==> config.mk <==
export PLATFORM = sky130hd
export DESIGN_NAME = pe_requant_drain
export DESIGN_NICKNAME = d
export VERILOG_FILES = /design/src/rtl/pe_requant_drain.sv
export SDC_FILE = /design/constraint.sdc
export NUM_CORES = 1
export LEC_CHECK = 0
export CAP_MARGIN = 20
export CELL_PAD_IN_SITES_DETAIL_PLACEMENT = 0
export CELL_PAD_IN_SITES_GLOBAL_PLACEMENT = 1
export CORE_MARGIN = 2
export CORE_UTILIZATION = 40
export CTS_CLUSTER_SIZE = 12
export DETAILED_ROUTE_END_ITERATION = 6
export DONT_BUFFER_PORTS = 1
export PLACE_DENSITY_LB_ADDON = 0.1
export SLEW_MARGIN = 20
export SYNTH_ARGS = -nofsm -noshare
export SYNTH_HDL_FRONTEND = slang
export SYNTH_SLANG_ARGS = --single-unit
==> constraint.sdc <==
create_clock -name clk -period 7.2 [get_ports clk]
set_clock_uncertainty 0.1 [all_clocks]
set_input_delay 1.44 -clock clk [delete_from_list [all_inputs] [get_ports clk]]
set_output_delay 1.44 -clock clk [all_outputs]
set_load 0.1 [all_outputs]
==> src/rtl/pe_requant_drain.sv <==
// Requantizes the dual-lane PE accumulators to int8 pairs and queues them for a valid/ready consumer.
// Latency 3 cycles from acc_valid to out_valid. One result can be accepted every cycle.
// There is no input backpressure: a result that arrives while the FIFO is full with no pop is dropped and flagged in overflow.
module pe_requant_drain #(
    parameter int ACC_WIDTH   = 22,
    parameter int OUT_WIDTH   = 8,
    parameter int SHIFT_WIDTH = 5,
    parameter int FIFO_DEPTH  = 4
) (
    input  logic                           clk,
    input  logic                           reset,
    input  logic                           acc_valid,
    input  logic [ACC_WIDTH-1:0]           acc_a,
    input  logic [ACC_WIDTH-1:0]           acc_b,
    input  logic [SHIFT_WIDTH-1:0]         shift,
    output logic                           out_valid,
    input  logic                           out_ready,
    output logic [2*OUT_WIDTH-1:0]         out_data,
    output logic [$clog2(FIFO_DEPTH):0]    fifo_count,
    output logic                           overflow,
    input  logic                           clear_ovf
);

    localparam int EXT_W = ACC_WIDTH + 1;
    localparam int AW    = $clog2(FIFO_DEPTH);
    localparam int CW    = AW + 1;

    // Shifting by the full accumulator width or more adds nothing, so clamp to the top bit.
    localparam logic [SHIFT_WIDTH-1:0]  SH_MAX  = SHIFT_WIDTH'(ACC_WIDTH - 1);
    localparam logic signed [EXT_W-1:0] SAT_MAX = EXT_W'((1 << (OUT_WIDTH - 1)) - 1);
    localparam logic signed [EXT_W-1:0] SAT_MIN = ~SAT_MAX;

    // One extra bit of headroom keeps the rounding add from wrapping.
    // Adding half an LSB before the arithmetic shift rounds ties toward +inf.
    function automatic logic signed [EXT_W-1:0] requant(
        input logic [ACC_WIDTH-1:0]   acc,
        input logic [SHIFT_WIDTH-1:0] s
    );
        logic signed [EXT_W-1:0] ext;
        logic signed [EXT_W-1:0] rnd;
        ext = $signed({acc[ACC_WIDTH-1], acc});
        rnd = '0;
        if (s != '0)
            rnd = $signed(EXT_W'(1) << (s - SHIFT_WIDTH'(1)));
        return (ext + rnd) >>> s;
    endfunction

    function automatic logic [OUT_WIDTH-1:0] saturate(input logic signed [EXT_W-1:0] r);
        logic [OUT_WIDTH-1:0] res;
        if (r > SAT_MAX)
            res = SAT_MAX[OUT_WIDTH-1:0];
        else if (r < SAT_MIN)
            res = SAT_MIN[OUT_WIDTH-1:0];
        else
            res = r[OUT_WIDTH-1:0];
        return res;
    endfunction

    logic                    s1_vld;
    logic [ACC_WIDTH-1:0]    s1_a;
    logic [ACC_WIDTH-1:0]    s1_b;
    logic [SHIFT_WIDTH-1:0]  s1_sh;
    logic                    s2_vld;
    logic signed [EXT_W-1:0] s2_ra;
    logic signed [EXT_W-1:0] s2_rb;
    logic [2*OUT_WIDTH-1:0]  push_dat;

    // Stage 1: capture the accumulator pair and the clamped shift amount.
    always_ff @(posedge clk or posedge reset) begin
        if (reset) begin
            s1_vld <= 1'b0;
            s1_a   <= '0;
            s1_b   <= '0;
            s1_sh  <= '0;
        end else begin
            s1_vld <= acc_valid;
            if (acc_valid) begin
                s1_a  <= acc_a;
                s1_b  <= acc_b;
                s1_sh <= (shift > SH_MAX) ? SH_MAX : shift;
            end
        end
    end

    // Stage 2: apply the rounding right shift to each lane.
    always_ff @(posedge clk or posedge reset) begin
        if (reset) begin
            s2_vld <= 1'b0;
            s2_ra  <= '0;
            s2_rb  <= '0;
        end else begin
            s2_vld <= s1_vld;
            if (s1_vld) begin
                s2_ra <= requant(s1_a, s1_sh);
                s2_rb <= requant(s1_b, s1_sh);
            end
        end
    end

    // Stage 3 saturates combinationally and writes straight into the FIFO.
    assign push_dat = {saturate(s2_rb), saturate(s2_ra)};

    logic [2*OUT_WIDTH-1:0] mem [FIFO_DEPTH];
    logic [AW-1:0]          wr_ptr;
    logic [AW-1:0]          rd_ptr;
    logic [CW-1:0]          count;
    logic                   full;
    logic                   pop;
    logic                   wr_en;
    logic                   drop;

    // A pop in the same cycle frees the slot, so a push into a full FIFO is not dropped then.
    // There is no bypass path: a push into an empty FIFO only becomes visible on the next cycle.
    assign full       = (count == CW'(FIFO_DEPTH));
    assign out_valid  = (count != '0);
    assign pop        = out_valid && out_ready;
    assign wr_en      = s2_vld && (!full || pop);
    assign drop       = s2_vld && full && !pop;
    assign fifo_count = count;
    assign out_data   = out_valid ? mem[rd_ptr] : '0;

    // Storage array: written at the tail, never reset (gated by count on the read side).
    always_ff @(posedge clk) begin
        if (wr_en)
            mem[wr_ptr] <= push_dat;
    end

    // Pointer and occupancy bookkeeping; pointers wrap naturally at the power-of-2 depth.
    always_ff @(posedge clk or posedge reset) begin
        if (reset) begin
            wr_ptr <= '0;
            rd_ptr <= '0;
            count  <= '0;
        end else begin
            if (wr_en)
                wr_ptr <= wr_ptr + AW'(1);
            if (pop)
                rd_ptr <= rd_ptr + AW'(1);
            case ({wr_en, pop})
                2'b10:   count <= count + CW'(1);
                2'b01:   count <= count - CW'(1);
                default: count <= count;
            endcase
        end
    end

    // Sticky drop flag; a new drop takes priority over a clear in the same cycle.
    always_ff @(posedge clk or posedge reset) begin
        if (reset)
            overflow <= 1'b0;
        else if (drop)
            overflow <= 1'b1;
        else if (clear_ovf)
            overflow <= 1'b0;
    end

endmodule

Yosys cells after proc, flatten, opt, wreduce, memory -nomap -nowiden
Memory sizes are Yosys's and may differ from the RTL's.
Cells that the tools add are included.
Storage, ports and cells
  bits in registers: 105
  bits in writable memories: 64
  input bits: 54
  output and inout port bits: 21
  word-level logic and storage cells: 54
  memories: 1
Memory list
  mem: depth 4, width 16, read ports 1, clocked after memory_dff 0, write ports 1, line 103  | logic [2*OUT_WIDTH-1:0] mem [FIFO_DEPTH];
Cells by class
  $add $sub $neg: 7
  magnitude comparators: 5
  equality and inequality tests: 3
  shift operators: 3
  mux-type cells: 13
  reduce and logical (&&, ||, !) cells: 11
Operators by type and width (count)
  adder 22 x 23 -> 23 bit: 2
  greater-than comparator 23 x 8 -> 1 bit, second input constant: 2
  < comparator 23 x 8 -> 1 bit, second input constant: 2
  2-to-1 mux 23 bit: 2
  >>> shifter 23 x 5 -> 23 bit: 2
  2-to-1 mux 8 bit: 4
  left shift 1 x 5 -> 23 bit, first input constant: 1
  2-to-1 mux 16 bit: 1
  one-hot mux 3 bit (2 select lines): 1
  greater-than comparator 5 bit, second input constant: 1
  2-to-1 mux 5 bit: 1
  nonzero test 5 bit: 1
  subtractor 5 x 1 -> 5 bit, second input constant: 1
  adder 2 x 1 -> 2 bit, second input constant: 2
  logical AND 1 bit: 4
  2-to-1 mux 1 bit: 4
  nonzero test 2 bit: 2
  adder 3 x 1 -> 3 bit, second input constant: 1
  == test 3 bit, second input constant: 1
  nonzero test 3 bit: 1
  subtractor 3 x 1 -> 3 bit, second input constant: 1
  == test 2 x 1 -> 1 bit, second input constant: 1
  == test 2 bit, second input constant: 1
  logical NOT 1 bit: 2
  logical OR 1 bit: 1

Depth between registers and ports, before layout
  depth in word-level cells: 6
  depth in mapped cells: 24
  mapped depth without buffers: 15

Worst setup path after synthesis
Ideal clock, no wire load.
  kind: register -> register
  start point: register s1_sh[0]
  end point: register s2_rb[10]
  setup time: 0.126 ns
  arrival: 5.216 ns
  required time: 6.974 ns
  setup slack: 1.758 ns
  stages on the path, launching flop included: 22
  buffers on the path: 8
  clock period less this slack: 5.442 ns
  cells stage by stage: dfrtp_1 buf_2 buf_4 buf_2 buf_2 clkbuf_1 clkbuf_1 clkbuf_1 clkbuf_1 nor2_1 xor2_1 ha_1 o31a_1 o21a_1 o32a_1 a21o_1 a21o_2 mux2i_1 o211ai_1 a222oi_1 nor2_1 o32a_1
On the way
  longest elaborated chain between the ends: 6
  elaborated cells between the ends (all ways): 7
  classes of those cells: add/sub (2); shift (2); mux (2); reduce/logical (1)
RTL lines
  start: declaration: line 62  | logic [SHIFT_WIDTH-1:0] s1_sh;
  start signal: assignment: line 80  | s1_sh <= (shift > SH_MAX) ? SH_MAX : shift;
  subtractor 5 x 1 -> 5 bit: line 44  | rnd = $signed(EXT_W'(1) << (s - SHIFT_WIDTH'(1)));
  left shift 1 x 5 -> 23 bit: line 44
  2-to-1 mux 23 bit: line 43  | if (s != '0)
  2-to-1 mux 23 bit: line 93  | if (s1_vld) begin
  adder 22 x 23 -> 23 bit: line 45  | return (ext + rnd) >>> s;
  >>> shifter 23 x 5 -> 23 bit *: line 45
  end signal: assignment: line 95  | s2_rb <= requant(s1_b, s1_sh);
  end: declaration: line 65  | logic signed [EXT_W-1:0] s2_rb;
Every way passes the cells marked *; elsewhere a longest branch is shown, timed or not. The select of a mux whose other input is x is not followed.
A chain may end at the register's enable or synchronous reset.

Worst setup path after layout
  start point: register s1_sh[3]
  end point: register s2_rb[1]
Same word-level chain as after synthesis.

==> metrics.log <==
INFO  metric place_congestion = 0.993
INFO  metric timing_worst_slew_pin_value = 1.14 ns
INFO  metric synthesis_stage_register_bit_count = 169
INFO  metric status = completed
INFO  metric timing.reg2reg.setup_slack = 1.40 ns
INFO  metric io_buffer_count = 0
INFO  metric cts.hold.buffers_added = 0
INFO  metric die_area = 37900 um2
INFO  metric power.density_cell_area = 287 nW/um2
INFO  metric final-max-slew-violation-count = 0
INFO  metric synthesis.area = 14500 um2
INFO  metric worstSetupStartpoint = s1_sh[3]
INFO  metric worst_setup_path_endpoint = s2_rb[1]
INFO  metric total_congestion_overflow = 0
INFO  metric final_period_demand_of_the_worst_path = 5.80 ns
INFO  metric crit_path_start_kind = flop
INFO  metric worstHoldPathType = flop to flop
INFO  metric worstSetupEndpointType = flop
INFO  metric yosys.area.top_type = dfrtp_1
INFO  metric clkLatencyLatePin = 0.47 ns
INFO  metric rsz0062_at_grt = false
INFO  metric synth-seq-area-share = 31.3%
INFO  metric max_freq = 0.172 GHz
INFO  metric synth.mux.area_fraction = 8.96%
INFO  metric final_hold_viol_count = 0
INFO  metric worstPathMaxFanout = 18
INFO  metric number_of_standard_cell_rows_in_the_floorplan = 69
INFO  metric synth.top_cells.by_area = dfrtp_1 (18%), edfxtp_1 (13%), mux2_2 (3.7%), nor2_1 (3.5%), o21ai_0 (3.3%)
INFO  metric avgRoutedWirePerCell = 28.7 um
INFO  metric num_io_pins = 75
INFO  metric numClockSinks = 169
INFO  metric ir_worst_vdd = 0.187 mV
INFO  metric synth_simple_gate_area_share = 21.0%
INFO  metric grt_first_pass_wirelength = 87800 um
INFO  metric viasPerCell = 6.74
INFO  metric area_of_the_core_region = 35700 um2
INFO  metric antenna_left = 0
INFO  metric antenna_found_initial = 0
INFO  metric synth_ff_type = dfrtp_1
INFO  metric post_cts.resized_instances = 0
INFO  metric timing.setup.tns = 0 ns
INFO  metric wirelength = 58400 um
INFO  metric crit_arrival = 6.00 ns
INFO  metric slew_headroom = 22.7%
INFO  metric area_growth = 6.45%
INFO  metric synth_compound_gate_area_share = 28.0%
INFO  metric syn-num-nets = 1721
INFO  metric synth_xor_xnor_area_share = 3.09%
INFO  metric drc = 0
INFO  metric synth_enable_flop_cells = 64
INFO  metric via_count_of_the_first_global_routing_pass = 13118
INFO  metric floorplan.initialDensity = 40.7%
INFO  metric chipWidth = 195 um
INFO  metric dr.pass1.iters = 6
INFO  metric worst_r2r_startpoint = s1_sh[3]
INFO  metric setup_viol = 0
INFO  metric setup.worst_path.class = flop to flop
INFO  metric h-tree-depth = 4
INFO  metric tritoncts.num_buffers = 17
INFO  metric largest_net_degree_at_the_start_of_global_routing = 92
INFO  metric tritoncts_clock_tree = done
INFO  metric die_h = 195 um
INFO  metric leakage = 5.63 nW
INFO  metric r2r_end = s2_rb[1]
INFO  metric synthesis.instances = 1639
INFO  metric clk_path_buf_depth = 2
INFO  metric finish.net_count = 1644
INFO  metric final_layout_size_suffix_gt1_share = 13.9%
INFO  metric dp.final_hpwl = 43800 um
INFO  metric share_of_async_settable_or_async_resettable_flops_after_synthesis = 62.1%
INFO  metric synthesis.area_per_instance = 8.86 um2
INFO  metric max_cap_viol_count = 0
INFO  metric netlist.area_leader.share = 18.1%
INFO  metric synth-warning-count = 0
INFO  metric initialDrtViolationCount = 1590
INFO  metric post_synth_fa_ha_maj_area_fraction = 2.67%
INFO  metric post_cts_setup_buffers = 0
INFO  metric clockRootBuffer = clkbuf_16
INFO  metric worst_setup_hold_path_clk_slew = 0.08 ns
INFO  metric fin_hold_ws = 0.337 ns
INFO  metric num_vias = 13726
INFO  metric critPathRequiredTime = 7.40 ns
INFO  metric worst-r2r-cell-count = 15
INFO  metric grt_usage = 31.0%
INFO  metric period_share = 80.5%
INFO  metric antenna-diode-count = 0
INFO  metric synth_top_family_by_area = compound AO/OA/AOI/OAI gates
INFO  metric synth_cell_type_count = 116
## cell usage after synthesis, types with 9 or more instances
cell type,instances
nor2_1,136
nand2_1,116
dfrtp_1,105
o21ai_0,97
clkbuf_1,95
a21oi_1,84
edfxtp_1,64
nand3_1,52
nor3_1,50
mux2_2,48
and2_1,38
inv_1,32
mux2i_1,31
o211ai_1,31
xnor2_1,29
ha_1,27
a211oi_1,26
a31oi_1,25
o21a_1,23
buf_2,22
nand4_1,22
a21o_1,20
and3_1,20
mux4_2,20
o22ai_1,20
o221ai_1,17
o31ai_1,16
xor2_1,16
nor4_1,15
or2_2,15
a211o_1,13
o21ai_1,12
or3_1,11
a21boi_0,10
nor2b_1,10
buf_4,9
o2111ai_1,9
## worst min path at each step
stage / startpoint / to / slack [ns] / cells past startpoint
global route: s1_vld / s2_vld / 0.35 / 0
detailed placement: s1_vld / s2_vld / 0.32 / 0
global placement: s1_vld / s2_vld / 0.32 / 0
CTS: s1_vld / s2_vld / 0.34 / 0
finish: s1_vld / s2_vld / 0.34 / 0
floorplan: s1_vld / s2_vld / 0.28 / 0
## cell families (layout without fill, tap and decap cells)
family / after synthesis / in the layout
AND/OR/NAND/NOR: 564 / 564
XOR/XNOR: 48 / 48
multiplexers: 99 / 99
flip-flops: 169 / 169
adder cells (fa/ha/maj): 31 / 31
AO/OA/AOI/OAI: 559 / 559
buffers and inverters: 169 / 105
## metrics by stage
stage | power, mW | worst slack, ns | utilization (%) | area, um2 | cells
floorplan | 2.99 | 1.76 | - | 14500 | 1639
global placement | 3.43 | 1.56 | 41.6 | 14800 | 2004
detailed placement | 3.44 | 1.60 | 41.6 | 14800 | 2004
CTS | 4.44 | 1.55 | 43.3 | 15500 | 2036
global route | 4.63 | 1.34 | 43.4 | 15500 | 2036
finish | 4.44 | 1.40 | 43.4 | 15500 | 2036
## cell type report
type                    instances  area [um2]
repair buffers                 41         320
flip-flops and latches        169        4560
clock inverters                14         179
multi-input cells            1301        9280
well taps                     461         577
inverters                      32         123
fillers                      3563       20200
clock buffers                  18         429
## metal layers
layer,vias up,routed length [um],track usage (%)
li1,6199,-,-
met5,-,0,0
met1,6729,25600,43.5
met3,118,4410,4.46
met4,0,2160,12.1
met2,680,26200,48.2
## worst max-delay path, cell delays in order (launching register included)
cell	delay, ns
dfrtp_1	0.40
buf_4	0.22
nor2_1	0.57
nand2_1	0.16
nor2_1	0.58
ha_1	0.55
a41o_1	0.30
a31oi_1	0.74
o21a_1	0.29
or2_2	0.15
o21ai_1	0.09
nor2_1	0.46
buf_4	0.24
o21ai_0	0.18
a211oi_1	0.48
o22ai_1	0.13
## report_power, final
group	total [mW]	leakage, nW	switching (mW)	internal, mW
combinational	1.95	3.54	1.40	0.544
sequential	1.50	1.81	0.285	1.21
clock	0.992	0.289	0.464	0.528
## flip-flops by register name, summed over array words and instances, names as in the netlist
| register | flops |
|---|---|
| s2_vld | 1 |
| fifo_count | 3 |
| overflow | 1 |
| s1_sh | 5 |
| s1_a | 22 |
| rd_ptr | 2 |
| s2_rb | 23 |
| s2_ra | 23 |
| wr_ptr | 2 |
| s1_b | 22 |
| s1_vld | 1 |
| mem | 64 |
## cells in the final DEF (no fill, tap or decap), types with 40 or more instances in the layout
master and instances:
a21oi_1 84, o21ai_0 97, nor2_1 136, edfxtp_1 64, nand2_1 116, buf_4 40
nand3_1 52, mux2_2 48, nor3_1 49, dfrtp_1 100
(Power assumes the default switching activity.)
